==> config.mk <==
export PLATFORM = sky130hd
export DESIGN_NAME = fp_cmp_sched_flat
export DESIGN_NICKNAME = d
export VERILOG_FILES = /design/src/rtl/fp_pkg.sv /design/src/rtl/fp_cmp_sched_if.sv /design/src/rtl/rr_arbiter.sv /design/src/rtl/fp_cmp_sched.sv /design/src/flat_wrapper.sv
export SDC_FILE = /design/constraint.sdc
export NUM_CORES = 1
export LEC_CHECK = 0
export ABC_AREA = 1
export CAP_MARGIN = 20
export CORE_MARGIN = 4
export CORE_UTILIZATION = 30
export CTS_CLUSTER_SIZE = 30
export DETAILED_ROUTE_END_ITERATION = 10
export PLACE_DENSITY = 0.69
export SLEW_MARGIN = 30
export SYNTH_ARGS = -nofsm -noshare
export SYNTH_HDL_FRONTEND = slang
export SYNTH_SLANG_ARGS = --single-unit
==> constraint.sdc <==
create_clock -name clk -period 3.9 [get_ports clk]
set_clock_uncertainty 0.15 [all_clocks]
set_input_delay 0.585 -clock clk [delete_from_list [all_inputs] [get_ports clk]]
set_output_delay 0.585 -clock clk [all_outputs]
set_load 0.05 [all_outputs]
==> src/rtl/fp_pkg.sv <==
// Shared types and constants for the round-robin FP compare scheduler.
// Holds state encoding, IEEE-754 field positions and the compare rule.
package fp_pkg;

    typedef enum logic [1:0] {
        IDLE = 2'd0,
        EVAL = 2'd1,
        RESP = 2'd2
    } state_t;

    localparam int SIGN_BIT = 31;
    localparam int MAG_MSB  = 30;

    localparam int FLAG_EQ = 0;
    localparam int FLAG_GT = 1;
    localparam int FLAG_LT = 2;
    localparam int N_FLAGS = 3;

    // Sign/magnitude order; +0 and -0 stay distinct, no NaN handling.
    function automatic logic [N_FLAGS-1:0] fp_compare(
        input logic [31:0] a,
        input logic [31:0] b
    );
        logic [N_FLAGS-1:0] f;
        logic sa;
        logic sb;
        logic mag_gt;
        f  = '0;
        sa = a[SIGN_BIT];
        sb = b[SIGN_BIT];
        mag_gt = a[MAG_MSB:0] > b[MAG_MSB:0];
        if (sa != sb) begin
            f[FLAG_GT] = ~sa;
            f[FLAG_LT] = sa;
        end else if (a[MAG_MSB:0] == b[MAG_MSB:0]) begin
            f[FLAG_EQ] = 1'b1;
        end else begin
            f[FLAG_GT] = mag_gt ^ sa;
            f[FLAG_LT] = ~(mag_gt ^ sa);
        end
        return f;
    endfunction

endpackage

==> src/rtl/fp_cmp_sched_if.sv <==
// Request/response bundle between FPU clients and the compare scheduler.
// master = clients and result consumer, slave = scheduler.
interface fp_cmp_sched_if #(
    parameter int N_REQ = 4,
    parameter int ID_W  = 2
);
    logic [N_REQ-1:0]    req_valid;
    logic [N_REQ-1:0]    req_ready;
    logic [32*N_REQ-1:0] req_a;
    logic [32*N_REQ-1:0] req_b;
    logic                resp_valid;
    logic                resp_ready;
    logic [ID_W-1:0]     resp_id;
    logic                resp_aeb;
    logic                resp_agb;
    logic                resp_alb;

    modport master (
        output req_valid,
        output req_a,
        output req_b,
        output resp_ready,
        input  req_ready,
        input  resp_valid,
        input  resp_id,
        input  resp_aeb,
        input  resp_agb,
        input  resp_alb
    );

    modport slave (
        input  req_valid,
        input  req_a,
        input  req_b,
        input  resp_ready,
        output req_ready,
        output resp_valid,
        output resp_id,
        output resp_aeb,
        output resp_agb,
        output resp_alb
    );
endinterface

==> src/rtl/rr_arbiter.sv <==
// Combinational round-robin pick: first valid request at or after ptr.
// Produces a one-hot grant plus its encoded index.
module rr_arbiter #(
    parameter int N_REQ = 4,
    parameter int ID_W  = 2
) (
    input  logic [N_REQ-1:0] req,
    input  logic [ID_W-1:0]  ptr,
    output logic [N_REQ-1:0] grant,
    output logic [ID_W-1:0]  idx,
    output logic             found
);

    logic [ID_W:0]   sum;
    logic [ID_W-1:0] j;

    always_comb begin
        grant = '0;
        idx   = '0;
        found = 1'b0;
        sum   = '0;
        j     = '0;
        for (int k = 0; k < N_REQ; k++) begin
            sum = {1'b0, ptr} + (ID_W+1)'(k);
            if (sum >= (ID_W+1)'(N_REQ))
                sum = sum - (ID_W+1)'(N_REQ);
            j = sum[ID_W-1:0];
            if (!found && req[j]) begin
                found    = 1'b1;
                grant[j] = 1'b1;
                idx      = j;
            end
        end
    end

endmodule

==> src/rtl/fp_cmp_sched.sv <==
// Shares one registered FP32 comparator among N_REQ requesters,
// round-robin arbitrated, with a buffered tagged EQ/GT/LT response.
module fp_cmp_sched
    import fp_pkg::*;
#(
    parameter int N_REQ = 4,
    parameter int ID_W  = 2,
    parameter int CNT_W = 16
) (
    input  logic             clk,
    input  logic             rst,
    fp_cmp_sched_if.slave    bus,
    output logic             busy,
    output logic [CNT_W-1:0] cmp_count
);

    state_t state;
    state_t nxt;

    logic [ID_W-1:0]    rr_ptr;
    logic [ID_W-1:0]    nxt_ptr;
    logic [N_REQ-1:0]   pick_grant;
    logic [ID_W-1:0]    pick_idx;
    logic               pick_found;
    logic               accept;
    logic               hs;

    logic [31:0]        a_q;
    logic [31:0]        b_q;
    logic [ID_W-1:0]    id_q;
    logic               resp_valid_q;
    logic [ID_W-1:0]    resp_id_q;
    logic [N_FLAGS-1:0] flags_q;

    rr_arbiter #(
        .N_REQ (N_REQ),
        .ID_W  (ID_W)
    ) u_arb (
        .req   (bus.req_valid),
        .ptr   (rr_ptr),
        .grant (pick_grant),
        .idx   (pick_idx),
        .found (pick_found)
    );

    assign nxt_ptr = (pick_idx == ID_W'(N_REQ-1))
                   ? '0 : pick_idx + ID_W'(1);

    always_comb begin
        nxt    = state;
        accept = 1'b0;
        hs     = 1'b0;
        unique case (state)
            IDLE: begin
                if (pick_found) begin
                    accept = 1'b1;
                    nxt    = EVAL;
                end
            end
            EVAL: nxt = RESP;
            RESP: begin
                if (bus.resp_ready) begin
                    hs = 1'b1;
                    if (pick_found) begin
                        accept = 1'b1;
                        nxt    = EVAL;
                    end else begin
                        nxt = IDLE;
                    end
                end
            end
            default: nxt = IDLE;
        endcase
        // Nothing may be granted while reset is held.
        if (rst) begin
            accept = 1'b0;
            hs     = 1'b0;
        end
    end

    assign bus.req_ready  = accept ? pick_grant : '0;
    assign bus.resp_valid = resp_valid_q;
    assign bus.resp_id    = resp_id_q;
    assign bus.resp_aeb   = flags_q[FLAG_EQ];
    assign bus.resp_agb   = flags_q[FLAG_GT];
    assign bus.resp_alb   = flags_q[FLAG_LT];
    assign busy           = (state != IDLE);

    always_ff @(posedge clk) begin
        if (rst) begin
            state        <= IDLE;
            rr_ptr       <= '0;
            a_q          <= '0;
            b_q          <= '0;
            id_q         <= '0;
            resp_valid_q <= 1'b0;
            resp_id_q    <= '0;
            flags_q      <= '0;
            cmp_count    <= '0;
        end else begin
            state <= nxt;
            if (accept) begin
                a_q    <= bus.req_a[32*pick_idx +: 32];
                b_q    <= bus.req_b[32*pick_idx +: 32];
                id_q   <= pick_idx;
                rr_ptr <= nxt_ptr;
            end
            if (state == EVAL) begin
                flags_q      <= fp_compare(a_q, b_q);
                resp_id_q    <= id_q;
                resp_valid_q <= 1'b1;
            end
            // The old result retires on handshake even if a new one is queued.
            if (hs) begin
                resp_valid_q <= 1'b0;
                cmp_count    <= cmp_count + CNT_W'(1);
            end
        end
    end

endmodule

==> src/flat_wrapper.sv <==
// flat-port wrapper written by rule: the top's interface ports become plain ports
module fp_cmp_sched_flat import fp_pkg::*;
#(
    parameter int N_REQ = 4,
    parameter int ID_W  = 2,
    parameter int CNT_W = 16
)
  (clk, rst, busy, cmp_count, bus_req_valid, bus_req_a, bus_req_b, bus_resp_ready, bus_req_ready, bus_resp_valid, bus_resp_id, bus_resp_aeb, bus_resp_agb, bus_resp_alb);
  fp_cmp_sched_if #(.N_REQ(N_REQ), .ID_W(ID_W)) bus_i ();
  input  logic clk;
  input  logic rst;
  output logic busy;
  output logic [CNT_W-1:0] cmp_count;
  input wire logic [$bits(bus_i.req_valid)-1:0] bus_req_valid;
  input wire logic [$bits(bus_i.req_a)-1:0] bus_req_a;
  input wire logic [$bits(bus_i.req_b)-1:0] bus_req_b;
  input wire logic [$bits(bus_i.resp_ready)-1:0] bus_resp_ready;
  output wire logic [$bits(bus_i.req_ready)-1:0] bus_req_ready;
  output wire logic [$bits(bus_i.resp_valid)-1:0] bus_resp_valid;
  output wire logic [$bits(bus_i.resp_id)-1:0] bus_resp_id;
  output wire logic [$bits(bus_i.resp_aeb)-1:0] bus_resp_aeb;
  output wire logic [$bits(bus_i.resp_agb)-1:0] bus_resp_agb;
  output wire logic [$bits(bus_i.resp_alb)-1:0] bus_resp_alb;
  assign bus_i.req_valid = bus_req_valid;
  assign bus_i.req_a = bus_req_a;
  assign bus_i.req_b = bus_req_b;
  assign bus_i.resp_ready = bus_resp_ready;
  assign bus_req_ready = bus_i.req_ready;
  assign bus_resp_valid = bus_i.resp_valid;
  assign bus_resp_id = bus_i.resp_id;
  assign bus_resp_aeb = bus_i.resp_aeb;
  assign bus_resp_agb = bus_i.resp_agb;
  assign bus_resp_alb = bus_i.resp_alb;
  fp_cmp_sched #(.N_REQ(N_REQ), .ID_W(ID_W), .CNT_W(CNT_W)) u_core (.clk(clk), .rst(rst), .bus(bus_i), .busy(busy), .cmp_count(cmp_count));
endmodule
Word-level counts from Yosys, hierarchy flattened
Index checks and enable logic that the tools add are counted.

Output and inout port bits: 27. Bits in registers: 92. Bits in latches: 0. Memories: 0. Word-level logic and storage cells: 109. Bits in writable memories: 0. Bits in read-only memories: 0.

Shifts and indexed selects: 2. Multiply operators: 0. Div/mod/pow operators: 0. Equal/unequal tests: 7. Reduce and logical (&&, ||, !) cells: 14. Order comparisons: 13. Muxes and demuxes: 49. Bitwise operators: 6. Add/subtract/negate cells: 9.

Operator list (number): 128-bit by 8-bit variable part select with 32-bit output (2); 31-bit == test (1); 31-bit > comparator (1); 2-bit 2-to-1 mux (13); 1-bit 2-to-1 mux (21); 4-bit 2-to-1 mux (5); 16-bit by 1-bit adder with 16-bit output (second input constant) (1); 2-bit by 3-bit less-than comparator with 1-bit output (second input constant) (4); 4-bit OR (3); 3-bit >= comparator (second input constant) (3); 1-bit binary-select mux with 2-bit select (4); 1-bit demux with 2-bit select (4); 2-bit by 1-bit >= comparator with 1-bit output (second input constant) (4); 2-bit by 1-bit subtractor with 2-bit output (second input constant) (4); 1-bit logical AND (7); 2-bit by 2-bit adder with 3-bit output (second input constant) (2); 2-bit one-hot mux with 3 select lines (1); 2-bit == test (second input constant) (2); 2-bit by 1-bit adder with 3-bit output (second input constant) (1); 2-bit by 3-bit >= comparator with 1-bit output (second input constant) (1); 1-bit logical NOT (3); 2-bit by 1-bit adder with 2-bit output (second input constant) (1); 2-bit by 1-bit == test with 1-bit output (second input constant) (1); 2-bit logical NOT (1); other kinds (9) (10).

Depth between registers and ports, before layout
Gate-level depths: netlist of run 1.

Word-level depth: 19. Depth in mapped cells: 15. Depth with buffers taken out: 14.

Hierarchy
Synthesis of run 1 repeated with hierarchy kept, for this count alone.

Cells, all modules: 1030. Area total of the unflattened synthesis: 6475.0 um2.

By module, submodules not included: fp_cmp_sched (area an instance 6034.5 um2, cells an instance 956, seq. area each 1841.8 um2, instances 1); rr_arbiter (area an instance 440.4 um2, cells an instance 74, seq. area each 0.0 um2, instances 1).

Worst setup path before layout of run 1
OpenSTA, ideal clock, no wires.

Path kind: register -> output. Start point: register with a tool-made name. End point: output port bus_req_ready[0]. Setup slack: 0.965 ns. Data required time: 3.165 ns. Path buffers: 2. Data arrival time: 2.200 ns. Cell stages (with the launch flop): 14. Cells stage by stage: dfxtp_1 -> inv_2 -> ha_1 -> inv_1 -> nand2_1 -> nand2_1 -> nor2_4 -> nand4_1 -> nand2_2 -> inv_2 -> buf_6 -> buf_2 -> nand2_1 -> inv_1.

RTL lines: end: declaration (line flat_wrapper.sv:18) `output wire logic [$bits(bus_i.req_ready)-1:0] bus_req_ready;`.

==> results.json, run 1 <==
{
  "detail_route.vias_per_cell": 5.047,
  "critPathCaptureType": "output pin",
  "placement.io_buffers": 289,
  "worstSkewPairLatency_ns": 0.35,
  "timing.fmax_ghz": 0.2899,
  "drive_gt1_frac": 0.03685,
  "final_period_minus_worst_setup_slack_ns": 3.449,
  "internal_power_w": 0.003838,
  "count_of_flip_flops_with_a_built_in_enable_after_synthesis": 0,
  "yosysWarnings": 0,
  "synthDominantAreaCellType": "sky130_fd_sc_hd__dfxtp_1",
  "proportion_of_synthesized_flip_flops_having_asynchronous_set_or_reset": 0,
  "gr-total-overflow": 0,
  "num_vias": 8293,
  "post_dp_cell_area_sq_mm": 0.009926,
  "netlist_top_cells_area": "sky130_fd_sc_hd__dfxtp_1 (27%), sky130_fd_sc_hd__nand3_1 (21%), sky130_fd_sc_hd__nand2_1 (16%)",
  "synthesis.area_per_instance_sq_um": 6.122,
  "largest_net_degree_at_the_start_of_global_routing": 132,
  "die_wd_microns": 159.0,
  "layout.cell_area.non_filler_sq_mm": 0.01023,
  "global_route.usage.met3": 0.05462,
  "cpPeakStageDelay_ns": 0.57,
  "grt-busiest-layer": "met2",
  "clk_pin_slew_ns": 0.06,
  "vdd_drop_max_mv": 0.5191,
  "drv_slew": 0,
  "floorplan.die_area_sq_mm": 0.02529,
  "drc_errors": 0,
  "floorplan.initialDensity": 0.3032,
  "maxCapViolCount": 0,
  "pwr_density_cell_mw_per_mm2": 819.6,
  "post-synth-top-count-cell": "sky130_fd_sc_hd__nand2_1",
  "run_status": "finished, final reports clean",
  "die_height_microns": 159.0,
  "launching_element_type_of_the_critical_path": "flop",
  "cts_tree": "yes",
  "rsz_0062_raised_after_global_routing": "no",
  "worstPathArrival_ns": 2.71,
  "setup-tns-final_ns": 0,
  "slew_headroom": 0.5752,
  "place_hpwl_microns": 19170,
  "crit_slowest_cell": "sky130_fd_sc_hd__dfxtp_1",
  "detail_route.iter0.violations": 524,
  "postCtsResizedCells": 0,
  "wl_per_instance_microns": 15.40,
  "finalSetupViolations": 0,
  "whs_ns": 0.3301,
  "route.final.wire_length_microns": 25300,
  "min_delay_worst_endpoint": "u_core.bus.resp_valid$_SDFFE_PP0N_",
  "worstPathRequired_ns": 3.16,
  "worstPathCellList": "inv_2 > ha_1 > inv_1 > nand2_1 > nand2_1 > nor2_4 > nand4_1 > nand2_2 > a31o_2 > inv_1 > buf_4",
  "gr-usage-met2": 0.3508,
  "finalHoldViolCount": 0,
  "last_weighted_congestion_value_of_the_routability_driven_placer": 0.8341,
  "leakagePower_nw": 4.414,
  "mappedNetlistArea_sq_mm": 0.006844,
  "power.net_switching_w": 0.004547,
  "dr.pass1.iters": 7,
  "via_count_of_the_first_global_routing_pass": 7925,
  "synth_sequential_area_ratio": 0.2691,
  "startpoint_of_the_tightest_hold_check_path": "u_core.bus.resp_valid$_SDFFE_PP0N_",
  "holdPathStages": 2,
  "critical_path_class": "flop to output pin",
  "layout-area-overhead-vs-synth_pct": 49.49,
  "rows": 55,
  "critPathMaxFanout": 11,
  "switching_share": 0.5423,
  "synth_cell_type_count": 34,
  "regToRegSetupSlack_ns": 0.64,
  "io_pins": 290,
  "track_usage": 0.1934,
  "synth_common_cells": "sky130_fd_sc_hd__nand2_1 (291), sky130_fd_sc_hd__nand3_1 (286), sky130_fd_sc_hd__a21oi_1 (92), sky130_fd_sc_hd__dfxtp_1 (92), sky130_fd_sc_hd__o21ai_0 (81)",
  "cts-buffers-inserted": 9,
  "layout_nets": 1655,
  "mappedNetlistNets": 1421,
  "post_cts.repair.setup_buffers": 0,
  "netlist_instances": 1118,
  "post_cts_hold_buffer_count": 0,
  "synth_top_area_share": 0.2691,
  "share_comb_of_total_power": 0.722,
  "grt_util_met1": 0.2280,
  "worstMarginPinSlew_ns": 0.6371,
  "cts-root-buf": "sky130_fd_sc_hd__clkbuf_16",
  "timing.final.crit_share": 0.8844,
  "grt_antenna_before_repair": 1,
  "crit-reg2reg-capture": "u_core.a_q[19]$_SDFFE_PP0P_",
  "ff2ff_path_depth": 13,
  "route.antenna.remaining_nets": 0,
  "postSynth.topFlopCell": "sky130_fd_sc_hd__dfxtp_1",
  "clock-sinks": 92,
  "max-clock-path-buffers": 2,
  "count_of_h_tree_levels_built_during_cts": 3,
  "seq_power_share": 0.171,
  "ys_ff_latch": 92,
  "floorplan.core_area_sq_mm": 0.02257,
  "min-delay-path-class": "flop to flop",
  "clkPwrFrac": 0.106,
  "grt_pass1_wl_microns": 40680
}
critical path, delay by kind of cell (launching register included):
family	cells	cell delay, ns
AO/OA/AOI/OAI	1	0.14
adder cells (fa/ha/maj)	1	0.38
buffers and inverters	4	0.52
flip-flops	1	0.57
AND/OR/NAND/NOR	5	0.75
cells by family (layout without fill, tap and decap cells):
family / after synthesis / after routing / synth area share
AO/OA/AOI/OAI: 187 / 187 / 0.1413
XOR/XNOR: 1 / 1 / 0.001280
adder cells (fa/ha/maj): 40 / 40 / 0.07313
buffers and inverters: 160 / 399 / 0.1009
flip-flops: 92 / 92 / 0.2691
other: 0 / 1 / 0
AND/OR/NAND/NOR: 638 / 638 / 0.4143
worst max path at each step:
stage,to,from,slack [ns],cells after the start
2_1_floorplan,bus_req_ready[0],flop,0.96,13
3_3_place_gp,u_core.a_q[23]$_SDFFE_PP0P_,bus_req_valid[3],0.71,12
3_5_place_dp,u_core.a_q[21]$_SDFFE_PP0P_,flop,0.64,13
4_1_cts,bus_req_ready[2],flop,0.47,11
5_1_grt,bus_req_ready[1],flop,0.30,11
6_report,bus_req_ready[2],flop,0.45,11
power groups by stage:
stage | registers [W] | logic [W] | clock network [W]
floorplan | 0.00144 | 0.00446 | 0
global placement | 0.00146 | 0.00601 | 0
detailed placement | 0.00146 | 0.00610 | 0
CTS | 0.00144 | 0.00613 | 0.000920
global route | 0.00147 | 0.00695 | 0.000959
finish | 0.00144 | 0.00606 | 0.000893
per-layer routing:
metal,routed length [microns],vias up
met5,13,-
met4,389,2
met3,1787,37
met2,12760,272
met1,10350,3742
li1,-,4240
registers in the layout (all words and copies together) (netlist names), named ones only:
name and flops:
u_core.id_q 2, u_core.rr_ptr 1, u_core.cmp_count 16, u_core.flags_q 3, u_core.bus.resp_id 2, u_core.a_q 32
u_core.state 2, u_core.b_q 32, u_core.bus.resp_valid 1
cells in the final DEF (no fill, tap or decap), types with 2 or more instances in the layout:
master / instances
sky130_fd_sc_hd__a21oi_1: 92
sky130_fd_sc_hd__inv_2: 4
sky130_fd_sc_hd__o21ai_0: 81
sky130_fd_sc_hd__o21a_1: 4
sky130_fd_sc_hd__a31o_2: 2
sky130_fd_sc_hd__dfxtp_1: 92
sky130_fd_sc_hd__o21ai_1: 2
sky130_fd_sc_hd__nor2_4: 2
sky130_fd_sc_hd__nand4_1: 8
sky130_fd_sc_hd__nor3b_1: 2
sky130_fd_sc_hd__nand3_4: 2
sky130_fd_sc_hd__buf_4: 10
sky130_fd_sc_hd__nor4_1: 2
sky130_fd_sc_hd__nand2_1: 291
sky130_fd_sc_hd__clkdlybuf4s50_1: 285
sky130_fd_sc_hd__clkinvlp_4: 4
sky130_fd_sc_hd__clkinv_4: 2
sky130_fd_sc_hd__nor2_1: 36
sky130_fd_sc_hd__ha_1: 40
sky130_fd_sc_hd__nand3_1: 285
sky130_fd_sc_hd__a22oi_1: 2
sky130_fd_sc_hd__inv_1: 76
sky130_fd_sc_hd__nand2_4: 2
sky130_fd_sc_hd__buf_12: 7
sky130_fd_sc_hd__nor3_1: 3
sky130_fd_sc_hd__clkbuf_16: 9
final cells by class:
type	instances	area [sq um]
clock inverters	7	77.57
diodes	1	2.502
clock buffers	9	225.2
inverters	81	306.5
fillers	2356	12340
repair buffers	302	3068
flip-flops and latches	92	1842
well taps	285	356.6
multi-input cells	866	4353
stage by stage:
stage	utilization	setup WS [ns]	total power, W	instances
floorplan	-	0.9647	0.005906	1118
global placement	0.4397	0.7099	0.007469	1626
detailed placement	0.4397	0.6427	0.007562	1626
CTS	0.4532	0.4668	0.008490	1642
global route	0.4532	0.3016	0.009384	1642
finish	0.4533	0.4509	0.008385	1643
Power figures use the tool's default switching activity.
==> run 2, diff against run 1 <==
==> constraint.sdc (replaced) <==
create_clock -name clk -period 4.3 [get_ports clk]
set_clock_uncertainty 0.15 [all_clocks]
set_input_delay 0.645 -clock clk [delete_from_list [all_inputs] [get_ports clk]]
set_output_delay 0.645 -clock clk [all_outputs]
set_load 0.05 [all_outputs]
==> run 2 against run 1 <==
Utilization did not move. Critical path depth did not move. Largest cell class unchanged. Combinational power fell by 6.8%. Clock power fell by 8.0%. Sequential power fell by 10%. Sequential share of layout area did not move. Register-to-register slack improved by 0.44 ns. Flip-flop and latch count did not move. Critical path type unchanged.
==> results.json, run 2 (same netlist as run 1, synthesis figures left out) <==
{
  "count_of_h_tree_levels_built_during_cts": 3,
  "drv_slew": 0,
  "worstPathArrival_ns": 3.24,
  "die_wd_microns": 159.0,
  "final_common_cell": "sky130_fd_sc_hd__nand2_1",
  "leakagePower_nw": 4.411,
  "run_status": "finished, final reports clean",
  "worstPathCellList": "inv_2 > ha_1 > inv_1 > nand3_1 > nand2_1 > nand3_1 > inv_1 > nand3_1 > a31o_2 > inv_1 > clkdlybuf4s50_1",
  "rsz_0062_raised_after_global_routing": "no",
  "layout.cell_area.non_filler_sq_mm": 0.01023,
  "floorplan.die_area_sq_mm": 0.02529,
  "finalSetupViolations": 0,
  "launching_element_type_of_the_critical_path": "flop",
  "post_cts_hold_buffer_count": 0,
  "post_cts.repair.setup_buffers": 0,
  "cts-buffers-inserted": 9,
  "min-delay-path-class": "flop to flop",
  "fillCellCount": 2381,
  "pwr_density_cell_mw_per_mm2": 757.7,
  "detail_route.vias_per_cell": 4.992,
  "slew_headroom": 0.4102,
  "largestRegisters": "u_core.a_q (32), u_core.b_q (32), u_core.cmp_count (16)",
  "last_weighted_congestion_value_of_the_routability_driven_placer": 0.8556,
  "cpPeakStageDelay_ns": 0.80,
  "max-clock-path-buffers": 2,
  "layout-area-overhead-vs-synth_pct": 49.49,
  "setup-tns-final_ns": 0,
  "worstPathRequired_ns": 3.50,
  "layout_nets": 1655,
  "diodes": 0,
  "detail_route.iter0.violations": 475,
  "drive_gt1_frac": 0.03537,
  "io_pins": 290,
  "track_usage": 0.1872,
  "rows": 55,
  "vdd_drop_max_mv": 0.4661,
  "placement.io_buffers": 289,
  "multi_input_area_sq_mm": 0.004353,
  "worstMarginPinSlew_ns": 0.8848,
  "gr-total-overflow": 0,
  "timing.final.crit_share": 0.9375,
  "place_hpwl_microns": 18920,
  "critical_path_class": "flop to output pin",
  "finalHoldViolCount": 0,
  "crit_slowest_cell": "sky130_fd_sc_hd__clkdlybuf4s50_1",
  "largest_net_degree_at_the_start_of_global_routing": 132,
  "postCtsResizedCells": 0,
  "critPathCaptureType": "output pin",
  "floorplan.initialDensity": 0.3032,
  "post_dp_cell_area_sq_mm": 0.009918,
  "num_vias": 8197,
  "drc_errors": 0,
  "worstSkewPairLatency_ns": 0.34,
  "via_count_of_the_first_global_routing_pass": 7811,
  "dr.pass1.iters": 5,
  "layout.cells.most_common_list": "sky130_fd_sc_hd__nand2_1 (291), sky130_fd_sc_hd__clkdlybuf4s50_1 (287), sky130_fd_sc_hd__nand3_1 (285)",
  "clock-sinks": 92,
  "route.antenna.remaining_nets": 0,
  "floorplan.core_area_sq_mm": 0.02257,
  "critPathMaxFanout": 11,
  "cts_tree": "yes",
  "maxCapViolCount": 0,
  "timing.fmax_ghz": 0.2481,
  "cts-root-buf": "sky130_fd_sc_hd__clkbuf_16",
  "wl_per_instance_microns": 15.12,
  "die_height_microns": 159.0,
  "area.sequential_sq_mm": 0.001842,
  "grt_antenna_before_repair": 1,
  "route.final.wire_length_microns": 24830,
  "final_period_minus_worst_setup_slack_ns": 4.031,
  "clk_pin_slew_ns": 0.07,
  "grt_pass1_wl_microns": 39290
}
[run 2: cell count changes in the layout (fill, tap and decap cells not counted)]
| cell | delta |
|---|---|
| sky130_fd_sc_hd__buf_12 | -1 |
| sky130_fd_sc_hd__buf_4 | -1 |
| sky130_fd_sc_hd__clkbuf_8 | +2 |
| sky130_fd_sc_hd__clkdlybuf4s50_1 | +2 |
| sky130_fd_sc_hd__clkinv_4 | -2 |
| sky130_fd_sc_hd__diode_2 | -1 |
[run 2: area by class of cell]
cell class	instances	share of cell area
clock buffer	11	0.02470
inverter	81	0.02996
timing repair buffer	302	0.2991
multi-input combinational	866	0.4255
tap	285	0.03485
sequential	92	0.1800
clock inverter	5	0.005870
[run 2: power by group]
group / switching (W) / leakage, nW / total, W / internal, W
sequential: 0.000160 / 0.758 / 0.00129 / 0.00113
clock: 0.000339 / 0.140 / 0.000822 / 0.000482
combinational: 0.00373 / 3.51 / 0.00565 / 0.00191
[run 2: final timing paths]
kind | slack, ns | to | startpoint | cells past startpoint
worst max-delay path | 0.27 | bus_req_ready[2] | flop | 11
worst min-delay path | 0.33 | u_core.flags_q[0]$_SDFFE_PP0N_ | u_core.flags_q[0]$_SDFFE_PP0N_ | 2
worst max register to register | 1.08 | u_core.a_q[22]$_SDFFE_PP0P_ | flop | 13
worst min register to register | 0.33 | u_core.flags_q[0]$_SDFFE_PP0N_ | u_core.flags_q[0]$_SDFFE_PP0N_ | 2
[run 2: per-stage QoR]
step           utilization  total power [W]  instances  hold slack [ns]  setup slack [ns]
5_1_grt             0.4533         0.008615       1642           0.3681           0.07135
3_5_place_dp        0.4394         0.007050       1626           0.3231            0.4878
6_report            0.4533         0.007752       1642           0.3329            0.2687
4_1_cts             0.4533         0.007899       1642           0.3335            0.2494
2_1_floorplan            -         0.005357       1118           0.2957             1.305
3_3_place_gp        0.4394         0.006980       1626           0.3146            0.5500
[run 2: routing by layer]
layer | routed length, microns | vias to the layer above | track usage
li1 | - | 4228 | -
met1 | 10080 | 3665 | 0.2227
met2 | 12560 | 270 | 0.3399
met3 | 1763 | 32 | 0.04685
met4 | 416 | 2 | 0.04181
met5 | 7 | - | 0
[run 2: critical path, delay by kind of cell, from the launching register on]
kind	cells	cell delay (ns)
buffers and inverters	5	1.33
flip-flops	1	0.53
adder cells (fa/ha/maj)	1	0.38
AO/OA/AOI/OAI	1	0.21
AND/OR/NAND/NOR	4	0.44
